**config.mk**
```make
export PLATFORM = sky130hd
export DESIGN_NAME = multi_alarm_core
export DESIGN_NICKNAME = d
export VERILOG_FILES = /design/src/rtl/alarm_pkg.sv /design/src/rtl/alarm_channel.sv /design/src/rtl/multi_alarm_core.sv
export SDC_FILE = /design/constraint.sdc
export NUM_CORES = 1
export LEC_CHECK = 0
export CAP_MARGIN = 30
export CORE_AREA = 2 2 131 133
export CTS_BUF_LIST = sky130_fd_sc_hd__clkbuf_8
export CTS_CLUSTER_SIZE = 8
export DETAILED_ROUTE_END_ITERATION = 7
export DIE_AREA = 0 0 133 135
export HOLD_SLACK_MARGIN = 0.1
export PLACE_DENSITY = 0.71
export SKIP_LAST_GASP = 1
export SLEW_MARGIN = 20
export SYNTH_ARGS = -nofsm -noshare
export SYNTH_HDL_FRONTEND = slang
export SYNTH_SLANG_ARGS = --single-unit
```
**constraint.sdc**
```tcl
create_clock -name clk256 -period 3 [get_ports clk256]
set_input_delay 0.3 -clock clk256 [delete_from_list [all_inputs] [get_ports clk256]]
set_output_delay 0.3 -clock clk256 [all_outputs]
set_load 0.01 [all_outputs]
```
**src/rtl/alarm_pkg.sv**
```systemverilog
// Shared time width, channel state encoding and BCD time helpers for the
// multi-channel alarm clock.
package alarm_pkg;

   localparam int TIME_W = 16;

   typedef enum logic [1:0] {
      ST_IDLE    = 2'd0,
      ST_RINGING = 2'd1,
      ST_SNOOZED = 2'd2
   } alarm_state_t;

   // HH <= 23, MM <= 59, every nibble a decimal digit
   function automatic logic bcd_valid(input logic [TIME_W-1:0] t);
      return (t[15:8] <= 8'h23) && (t[11:8] <= 4'd9) &&
             (t[7:4] <= 4'd5) && (t[3:0] <= 4'd9);
   endfunction

   function automatic logic [TIME_W-1:0] bcd_inc(input logic [TIME_W-1:0] t);
      logic [TIME_W-1:0] r;
      r = t;
      if (t == 16'h2359) begin
         r = 16'h0000;
      end else if (t[7:0] == 8'h59) begin
         r[7:0] = 8'h00;
         if (t[11:8] == 4'd9) begin
            r[15:12] = t[15:12] + 4'd1;
            r[11:8]  = 4'd0;
         end else begin
            r[11:8] = t[11:8] + 4'd1;
         end
      end else if (t[3:0] == 4'd9) begin
         r[7:4] = t[7:4] + 4'd1;
         r[3:0] = 4'd0;
      end else begin
         r[3:0] = t[3:0] + 4'd1;
      end
      return r;
   endfunction

endpackage

```
**src/rtl/alarm_channel.sv**
```systemverilog
// One alarm channel: stored alarm time/enable, ring/snooze FSM and a
// minute down-counter that times both the snooze and the ring window.
//
//   state      | meaning
//   -----------+----------------------------------------------------
//   ST_IDLE    | armed (if enabled), waiting for a minute-update match
//   ST_RINGING | alarm sounding; min_cnt counts down to auto-stop
//   ST_SNOOZED | silenced; min_cnt counts down to re-ring
module alarm_channel
   import alarm_pkg::*;
#(
   parameter int SNOOZE_MIN   = 9,
   parameter int RING_MAX_MIN = 5
) (
   input  logic              clk256,
   input  logic              reset,
   input  logic              load,
   input  logic [TIME_W-1:0] alarm_in,
   input  logic              en_in,
   input  logic [TIME_W-1:0] time_now,
   input  logic              time_upd,
   input  logic              min_tick,
   input  logic              snooze,
   input  logic              stop_alarm,
   output logic [TIME_W-1:0] alarm_time,
   output logic              ringing
);

   alarm_state_t state, state_nxt;
   logic [5:0]   min_cnt, min_cnt_nxt;
   logic         alarm_en;

   always_ff @(posedge clk256) begin
      if (reset) begin
         state      <= ST_IDLE;
         min_cnt    <= 6'd0;
         alarm_time <= '0;
         alarm_en   <= 1'b0;
      end else begin
         state   <= state_nxt;
         min_cnt <= min_cnt_nxt;
         if (load) begin
            alarm_time <= alarm_in;
            alarm_en   <= en_in;
         end
      end
   end

   // Priority: load, then stop, then snooze, then minute timeout.
   always_comb begin
      state_nxt   = state;
      min_cnt_nxt = min_cnt;
      if (load) begin
         state_nxt   = ST_IDLE;
         min_cnt_nxt = 6'd0;
      end else begin
         case (state)
            ST_IDLE: begin
               if (alarm_en && time_upd && (time_now == alarm_time)) begin
                  state_nxt   = ST_RINGING;
                  min_cnt_nxt = 6'(RING_MAX_MIN);
               end
            end
            ST_RINGING: begin
               if (stop_alarm) begin
                  state_nxt   = ST_IDLE;
                  min_cnt_nxt = 6'd0;
               end else if (snooze) begin
                  state_nxt   = ST_SNOOZED;
                  min_cnt_nxt = 6'(SNOOZE_MIN);
               end else if (min_tick) begin
                  if (min_cnt == 6'd1) begin
                     state_nxt   = ST_IDLE;
                     min_cnt_nxt = 6'd0;
                  end else begin
                     min_cnt_nxt = min_cnt - 6'd1;
                  end
               end
            end
            ST_SNOOZED: begin
               if (stop_alarm) begin
                  state_nxt   = ST_IDLE;
                  min_cnt_nxt = 6'd0;
               end else if (min_tick) begin
                  if (min_cnt == 6'd1) begin
                     state_nxt   = ST_RINGING;
                     min_cnt_nxt = 6'(RING_MAX_MIN);
                  end else begin
                     min_cnt_nxt = min_cnt - 6'd1;
                  end
               end
            end
            default: begin
               state_nxt   = ST_IDLE;
               min_cnt_nxt = 6'd0;
            end
         endcase
      end
   end

   assign ringing = (state == ST_RINGING);

endmodule

```
**src/rtl/multi_alarm_core.sv**
```systemverilog
// BCD HH:MM timekeeper with NUM_ALARMS independent alarm channels and a
// registered display mux.
module multi_alarm_core
   import alarm_pkg::*;
#(
   parameter int NUM_ALARMS    = 4,
   parameter int TICKS_PER_SEC = 256,
   parameter int SNOOZE_MIN    = 9,
   parameter int RING_MAX_MIN  = 5,
   localparam int SEL_W        = (NUM_ALARMS > 1) ? $clog2(NUM_ALARMS) : 1
) (
   input  logic                  clk256,
   input  logic                  reset,
   input  logic                  fast_mode,
   input  logic                  load_time,
   input  logic [TIME_W-1:0]     time_in,
   input  logic                  load_alarm,
   input  logic [SEL_W-1:0]      alarm_sel,
   input  logic [TIME_W-1:0]     alarm_in,
   input  logic                  alarm_en_in,
   input  logic                  snooze,
   input  logic                  stop_alarm,
   input  logic                  show_alarm,
   input  logic [SEL_W-1:0]      show_sel,
   output logic [TIME_W-1:0]     current_time,
   output logic [TIME_W-1:0]     display,
   output logic                  one_minute,
   output logic [NUM_ALARMS-1:0] ringing,
   output logic                  sound_alarm
);

   localparam int TICK_W = (TICKS_PER_SEC > 1) ? $clog2(TICKS_PER_SEC) : 1;
   localparam logic [TICK_W-1:0] TICK_MAX = TICK_W'(TICKS_PER_SEC - 1);

   logic [TICK_W-1:0] tick_cnt;
   logic [5:0]        sec_cnt;
   logic              one_second;
   logic              min_tick;
   logic              time_load_ok;
   logic              alarm_load_ok;
   logic              time_upd;
   logic [TIME_W-1:0] display_nxt;
   logic [TIME_W-1:0] alarm_time [NUM_ALARMS];

   assign one_second    = (tick_cnt == TICK_MAX);
   assign min_tick      = one_second && (fast_mode || (sec_cnt == 6'd59));
   assign time_load_ok  = load_time && bcd_valid(time_in);
   assign alarm_load_ok = load_alarm && bcd_valid(alarm_in);
   assign one_minute    = min_tick;

   always_ff @(posedge clk256) begin
      if (reset) begin
         tick_cnt     <= '0;
         sec_cnt      <= 6'd0;
         current_time <= '0;
         time_upd     <= 1'b0;
      end else begin
         if (time_load_ok) begin
            current_time <= time_in;
            tick_cnt     <= '0;
            sec_cnt      <= 6'd0;
         end else begin
            tick_cnt <= one_second ? '0 : tick_cnt + TICK_W'(1);
            if (min_tick) begin
               sec_cnt      <= 6'd0;
               current_time <= bcd_inc(current_time);
            end else if (one_second) begin
               sec_cnt <= sec_cnt + 6'd1;
            end
         end
         // Channels compare against the freshly incremented time only;
         // a time load never counts as a match opportunity.
         time_upd <= min_tick && !time_load_ok;
      end
   end

   for (genvar i = 0; i < NUM_ALARMS; i++) begin : g_ch
      alarm_channel #(
         .SNOOZE_MIN   (SNOOZE_MIN),
         .RING_MAX_MIN (RING_MAX_MIN)
      ) u_ch (
         .clk256     (clk256),
         .reset      (reset),
         .load       (alarm_load_ok && (4'(alarm_sel) == 4'(i))),
         .alarm_in   (alarm_in),
         .en_in      (alarm_en_in),
         .time_now   (current_time),
         .time_upd   (time_upd),
         .min_tick   (min_tick),
         .snooze     (snooze),
         .stop_alarm (stop_alarm),
         .alarm_time (alarm_time[i]),
         .ringing    (ringing[i])
      );
   end

   assign sound_alarm = |ringing;

   always_comb begin
      display_nxt = current_time;
      if (show_alarm) begin
         display_nxt = '0;
         if (4'(show_sel) < 4'(NUM_ALARMS)) display_nxt = alarm_time[show_sel];
      end
   end

   always_ff @(posedge clk256) begin
      if (reset) display <= '0;
      else       display <= display_nxt;
   end

endmodule

```
After elaboration in Yosys (flattened, before gate mapping)
Cells that the tools add are included.
{ "word_totals": {"register_bits": 147, "inputBits": 45, "out_inout_bits": 38, "word_cells": 225} }
{ "classes": {"add_sub_neg": 10, "magnitude_cmp": 9, "eq_ne": 45, "n_mux": 85, "n_bitwise": 1, "n_reduce_logical": 51} }
{ "ops": {"columns": ["op", "count"], "rows": [
  ["$mux W6", 32],
  ["$mux W16", 6],
  ["$pmux W6 S3", 4],
  ["$eq A16 B16 Y1", 4],
  ["$mux W2", 32],
  ["$bmux W16 S2", 1],
  ["$ne A4 B4 Y1 const B", 8],
  ["$eq A6 B1 Y1 const B", 4],
  ["$pmux W2 S3", 4],
  ["$sub A6 B1 Y6 const B", 4],
  ["$logic_and A1 B1 Y1", 22],
  ["$reduce_and A5 Y1", 4],
  ["$add A4 B1 Y4 const B", 4],
  ["$eq A16 B14 Y1 const B", 1],
  ["$le A4 B4 Y1 const B", 4],
  ["$le A8 B6 Y1 const B", 2],
  ["$mux W4", 4],
  ["$mux W8", 2],
  ["$reduce_and A3 Y1", 5],
  ["$eq A2 B2 Y1 const B", 6],
  ["$ne A3 B2 Y1 const B", 4],
  ["$ne A3 B3 Y1 const B", 4],
  ["$eq A2 B1 Y1 const B", 5],
  ["$logic_not A2 Y1", 5],
  ["other kinds (19)", 30]
]} }

Logic depth before layout (Yosys ltp)
{ "logic_depth": {"ltp_word": 7, "mapped_depth": 11, "depth_no_buf": 8} }

Cells and area by module
Synthesis repeated with hierarchy kept, for this count alone.
{ "hier_totals": {"hier_cells": 867, "hier_area_um2": 8027.7} }
{ "modules_own_cells": {"columns": ["mod", "instances", "cells_per_inst", "area_per_inst_um2", "seq_area_each_um2"], "rows": [
  ["alarm_channel", 4, 146, 1340.0, 500.5],
  ["multi_alarm_core", 1, 283, 2667.6, 940.9]
]} }

Worst setup path before layout
OpenSTA, ideal clock, no wires.
{ "synth_path": {"path_kind": "flip-flop to flip-flop", "startpoint": "register current_time[1]", "endpoint": "register current_time[13]", "setup_time_ns": 0.128, "arrival_ns": 1.977, "required_ns": 2.872, "path_slack_ns": 0.895, "stages_incl_launch_ff": 12, "synth_period_minus_slack_ns": 2.105, "path_cell_list": "dfxtp_1 buf_2 inv_1 ha_1 and3b_1 buf_4 and2_1 buf_4 and3_1 o21ai_1 mux2i_1 nor2_1"} }
{ "synth_via": {"elab_chain_cells": 4, "elab_cells_between_ends": 8} }
{ "synth_rtl": {"columns": ["item", "line_no", "rtl"], "rows": [
  ["from (decl)", "multi_alarm_core.sv:25", "output logic [TIME_W-1:0] current_time,"],
  ["from (signal assigned)", "multi_alarm_core.sv:59", "current_time <= time_in;"],
  ["from (signal assigned)", "multi_alarm_core.sv:66", "current_time <= bcd_inc(current_time);"],
  ["$eq A16 B14 Y1", "alarm_pkg.sv:22", "if (t == 16'h2359) begin"],
  ["$mux W16", "alarm_pkg.sv:22", null],
  ["$mux W16", "multi_alarm_core.sv:64", "if (min_tick) begin"],
  ["$mux W16", "multi_alarm_core.sv:58", "if (time_load_ok) begin"]
]} }
Several ways; a longest one is shown, not always the timed one. The select of a mux whose other input is x is not followed.
A chain may end at the register's enable or synchronous reset.

Worst setup path after layout
{ "layout_path": {"startpoint": "register tick_cnt[0]", "endpoint": "output port one_minute"} }
{ "layout_via": {"elab_chain_cells": 2} }
{ "layout_rtl": {"columns": ["item", "line_no", "rtl"], "rows": [
  ["from (decl)", "multi_alarm_core.sv:35", "logic [TICK_W-1:0] tick_cnt;"],
  ["from (signal assigned)", "multi_alarm_core.sv:63", "tick_cnt <= one_second ? '0 : tick_cnt + TICK_W'(1);"],
  ["$eq A8 B8 Y1", "multi_alarm_core.sv:45", "assign one_second = (tick_cnt == TICK_MAX);"],
  ["$logic_and A1 B1 Y1", "multi_alarm_core.sv:46", "assign min_tick = one_second && (fast_mode || (sec_cnt == 6'd59));"],
  ["to (decl)", "multi_alarm_core.sv:27", "output logic one_minute,"]
]} }
No other way between the ends.

==> results.toml <==
[critical_path]
critPathMaxFanout = 16
r2r_cells = 7
end_kind = "primary output"
crit_arrival_ns = 2.45
regToRegEndpoint = "g_ch[3].u_ch.min_cnt[4]"
start_kind = "register"
worstPathRequired_ns = 2.70
r2r_start = "current_time[8]"
crit_type = "reg2out"
r2r_slack_ns = 0.48

[worst_hold_path]
whs_endpoint = "g_ch[1].u_ch.alarm_en"
hold_path_class = "in2reg"
min_from = "reset"
hold_depth = 2

[cts]
post_cts_buffers = 0
clk-insertion-delay-late_ns = 0.49
ctsHoldBuffers = 0
cts_tree = "done"
cts_root_buffer = "clkbuf_8"
cts_buffer_depth = 2
cts_sinks = 147
ctsResizeCount = 0
h-tree-depth = 4
cts_buffers = 17
clk_pin_slew_ns = 0.10

[timing]
period_share = 0.916
period_minus_slack_ns = 2.75
setup_tns_ns = 0
fin_ws_ns = 0.253
max_freq_mhz = 364
setup-violations-final = 0
finalHoldViolations = 0
maxSlewViolCount = 0
holdWs_ns = 0.300
rsz0062_at_grt = "false"
relSlewSlack = 0.477
clock_skew_ns = 0.0182
tightest_slew_ns = 0.782

[route]
routed_via_density = 5.74
wl_per_cell_microns = 18.0
ant_nets = 0
drc = 0
dr_total_vias = 7086
drt_pass1_iterations = 6
routed_wl_microns = 22200
drt_iter0_markers = 559

[layout]
layout.nets = 1064
antenna_cells = 0
layout_commonest_cell = "dfxtp_1"
utilization = 0.582
areaGrowthSynthToFinish_pct = 17.3
drive_gt1_frac = 0.0996
multi_input_area_sq_um = 4780
fillers = 1462
finalNonFillerCells = 1234
final_cell_mix = "dfxtp_1, nor2_1, nand2_1"
seq_area_sq_um = 2940
finalInstanceArea_sq_um = 9550

[outcome]
outcome = "finished clean"

[synthesis]
yosysSeqAreaShare = 0.362
avgSynthCellArea_sq_um = 8.69
synth_cells = 936
ys_async_sr_fraction = 0
ys_ff_latch = 147
syn-num-nets = 999
netlist_area_sq_um = 8140
yosys_warnings = 0
yosysUniqueCellTypes = 76
synth_flop_cell = "dfxtp_1"
synth_edf_count = 0

[place]
post-dp-hpwl_microns = 16400
pre_cts_ws_ns = 0.315
portBuffers = 82
dpl_cell_area_sq_um = 9140
gp_routability_congestion = 0.967
placed_cells = 1202

[die]
die_h_microns = 135
top_level_ports = 83
start_util = 0.496
die_x_microns = 133
num_rows = 47
coreArea_sq_um = 16400
die_area_sq_um = 18000

[grt]
use_met1 = 0.350
first_global_vias = 6581
grt-busiest-layer = "met2"
grt_pass1_wl_microns = 35300
grt_max_degree = 68
gr-total-overflow = 0
antenna_found_initial = 0
met2_usage = 0.400
track_usage = 0.251
use_met3 = 0.0428

[pwr]
power_mw = 3.81
leakage_nw = 3.52
powerDensity_nw_per_um2 = 399
peakVddDrop_uv = 342

[job]
max_cap_viol_count = 0
logic make-up after synthesis:
| kind of cell | after synthesis | synth area share |
|---|---|---|
| adder cells (fa/ha/maj) | 20 | 0.0301 |
| XOR/XNOR | 81 | 0.0872 |
| buffers and inverters | 90 | 0.0509 |
| AO/OA/AOI/OAI | 167 | 0.130 |
| flip-flops | 147 | 0.362 |
| multiplexers | 67 | 0.107 |
| AND/OR/NAND/NOR | 364 | 0.232 |
flip-flops by register name (all words and copies together), names as in the netlist:
| name | count |
|---|---|
| tick_cnt | 8 |
| g_ch.u_ch.alarm_en | 4 |
| g_ch.u_ch.min_cnt | 24 |
| time_upd | 1 |
| display | 16 |
| g_ch.u_ch.state | 8 |
| current_time | 16 |
| sec_cnt | 6 |
| g_ch.u_ch.alarm_time | 64 |
worst max-delay path by stage:
stage	from	end	depth (start not counted)
after global placement	alarm_in[10]	g_ch[2].u_ch.alarm_time[11]	7
after CTS	tick_cnt[0]	one_minute	6
after floorplan	current_time[1]	current_time[13]	11
final	tick_cnt[0]	one_minute	6
after global routing	tick_cnt[0]	one_minute	6
after detailed placement	alarm_in[10]	g_ch[2].u_ch.alarm_time[4]	7
where the power goes:
group	internal [mW]	switching, mW	total, mW
registers	1.96	0.00879	1.97
logic	0.102	0.129	0.231
clock network	0.644	0.971	1.62
metal layers:
layer  share of wire  wire [microns]
met5               0               0
met4           0.016             362
met3           0.072            1590
met2            0.46           10200
met1            0.45           10100
worst max-delay path, cell delays in order, from the launching register on:
cell	delay, ns
dfxtp_1	0.39
ha_1	0.22
nand3_2	0.15
nor3_4	0.26
nand2_4	0.18
clkinv_4	0.19
clkdlybuf4s50_1	0.56
layout make-up:
class / instances / area share
clock buffers: 17 / 0.0245
clock inverters: 15 / 0.0186
inverters: 24 / 0.00996
multi-input cells: 699 / 0.501
flip-flops and latches: 147 / 0.308
well taps: 220 / 0.0288
repair buffers: 112 / 0.109
Yosys cell counts (4+ instances only):
cell      count  area [sq um]
nand3_1      24           120
and2_1       10          62.6
nand4_1      21           131
and3_1       11          68.8
a31oi_1       6          37.5
buf_2        21           105
clkbuf_1     33           124
inv_1        23          86.3
a22oi_1       7          52.6
xor2_1       31           272
mux4_2       16           360
xnor2_1      50           438
nand2b_1      4          25.0
ha_1         18           225
o21ai_1       9          45.0
and3b_1       4          35.0
nor4b_1       4          35.0
o31ai_1       6          45.0
nand3b_1      4          30.0
buf_4         8          60.1
o21ai_0      25           125
a211oi_1      8          60.1
nand2_1      96           360
nor3_1       27           135
nor2_1      102           383
nor2b_1      13          81.3
or4_1         6          45.0
nor4_1        7          43.8
dfxtp_1     147          2940
a21oi_1      62           310
mux2i_1      48           480
or3_1         4          25.0
o21a_1        4          30.0
(Power assumes the default switching activity.)
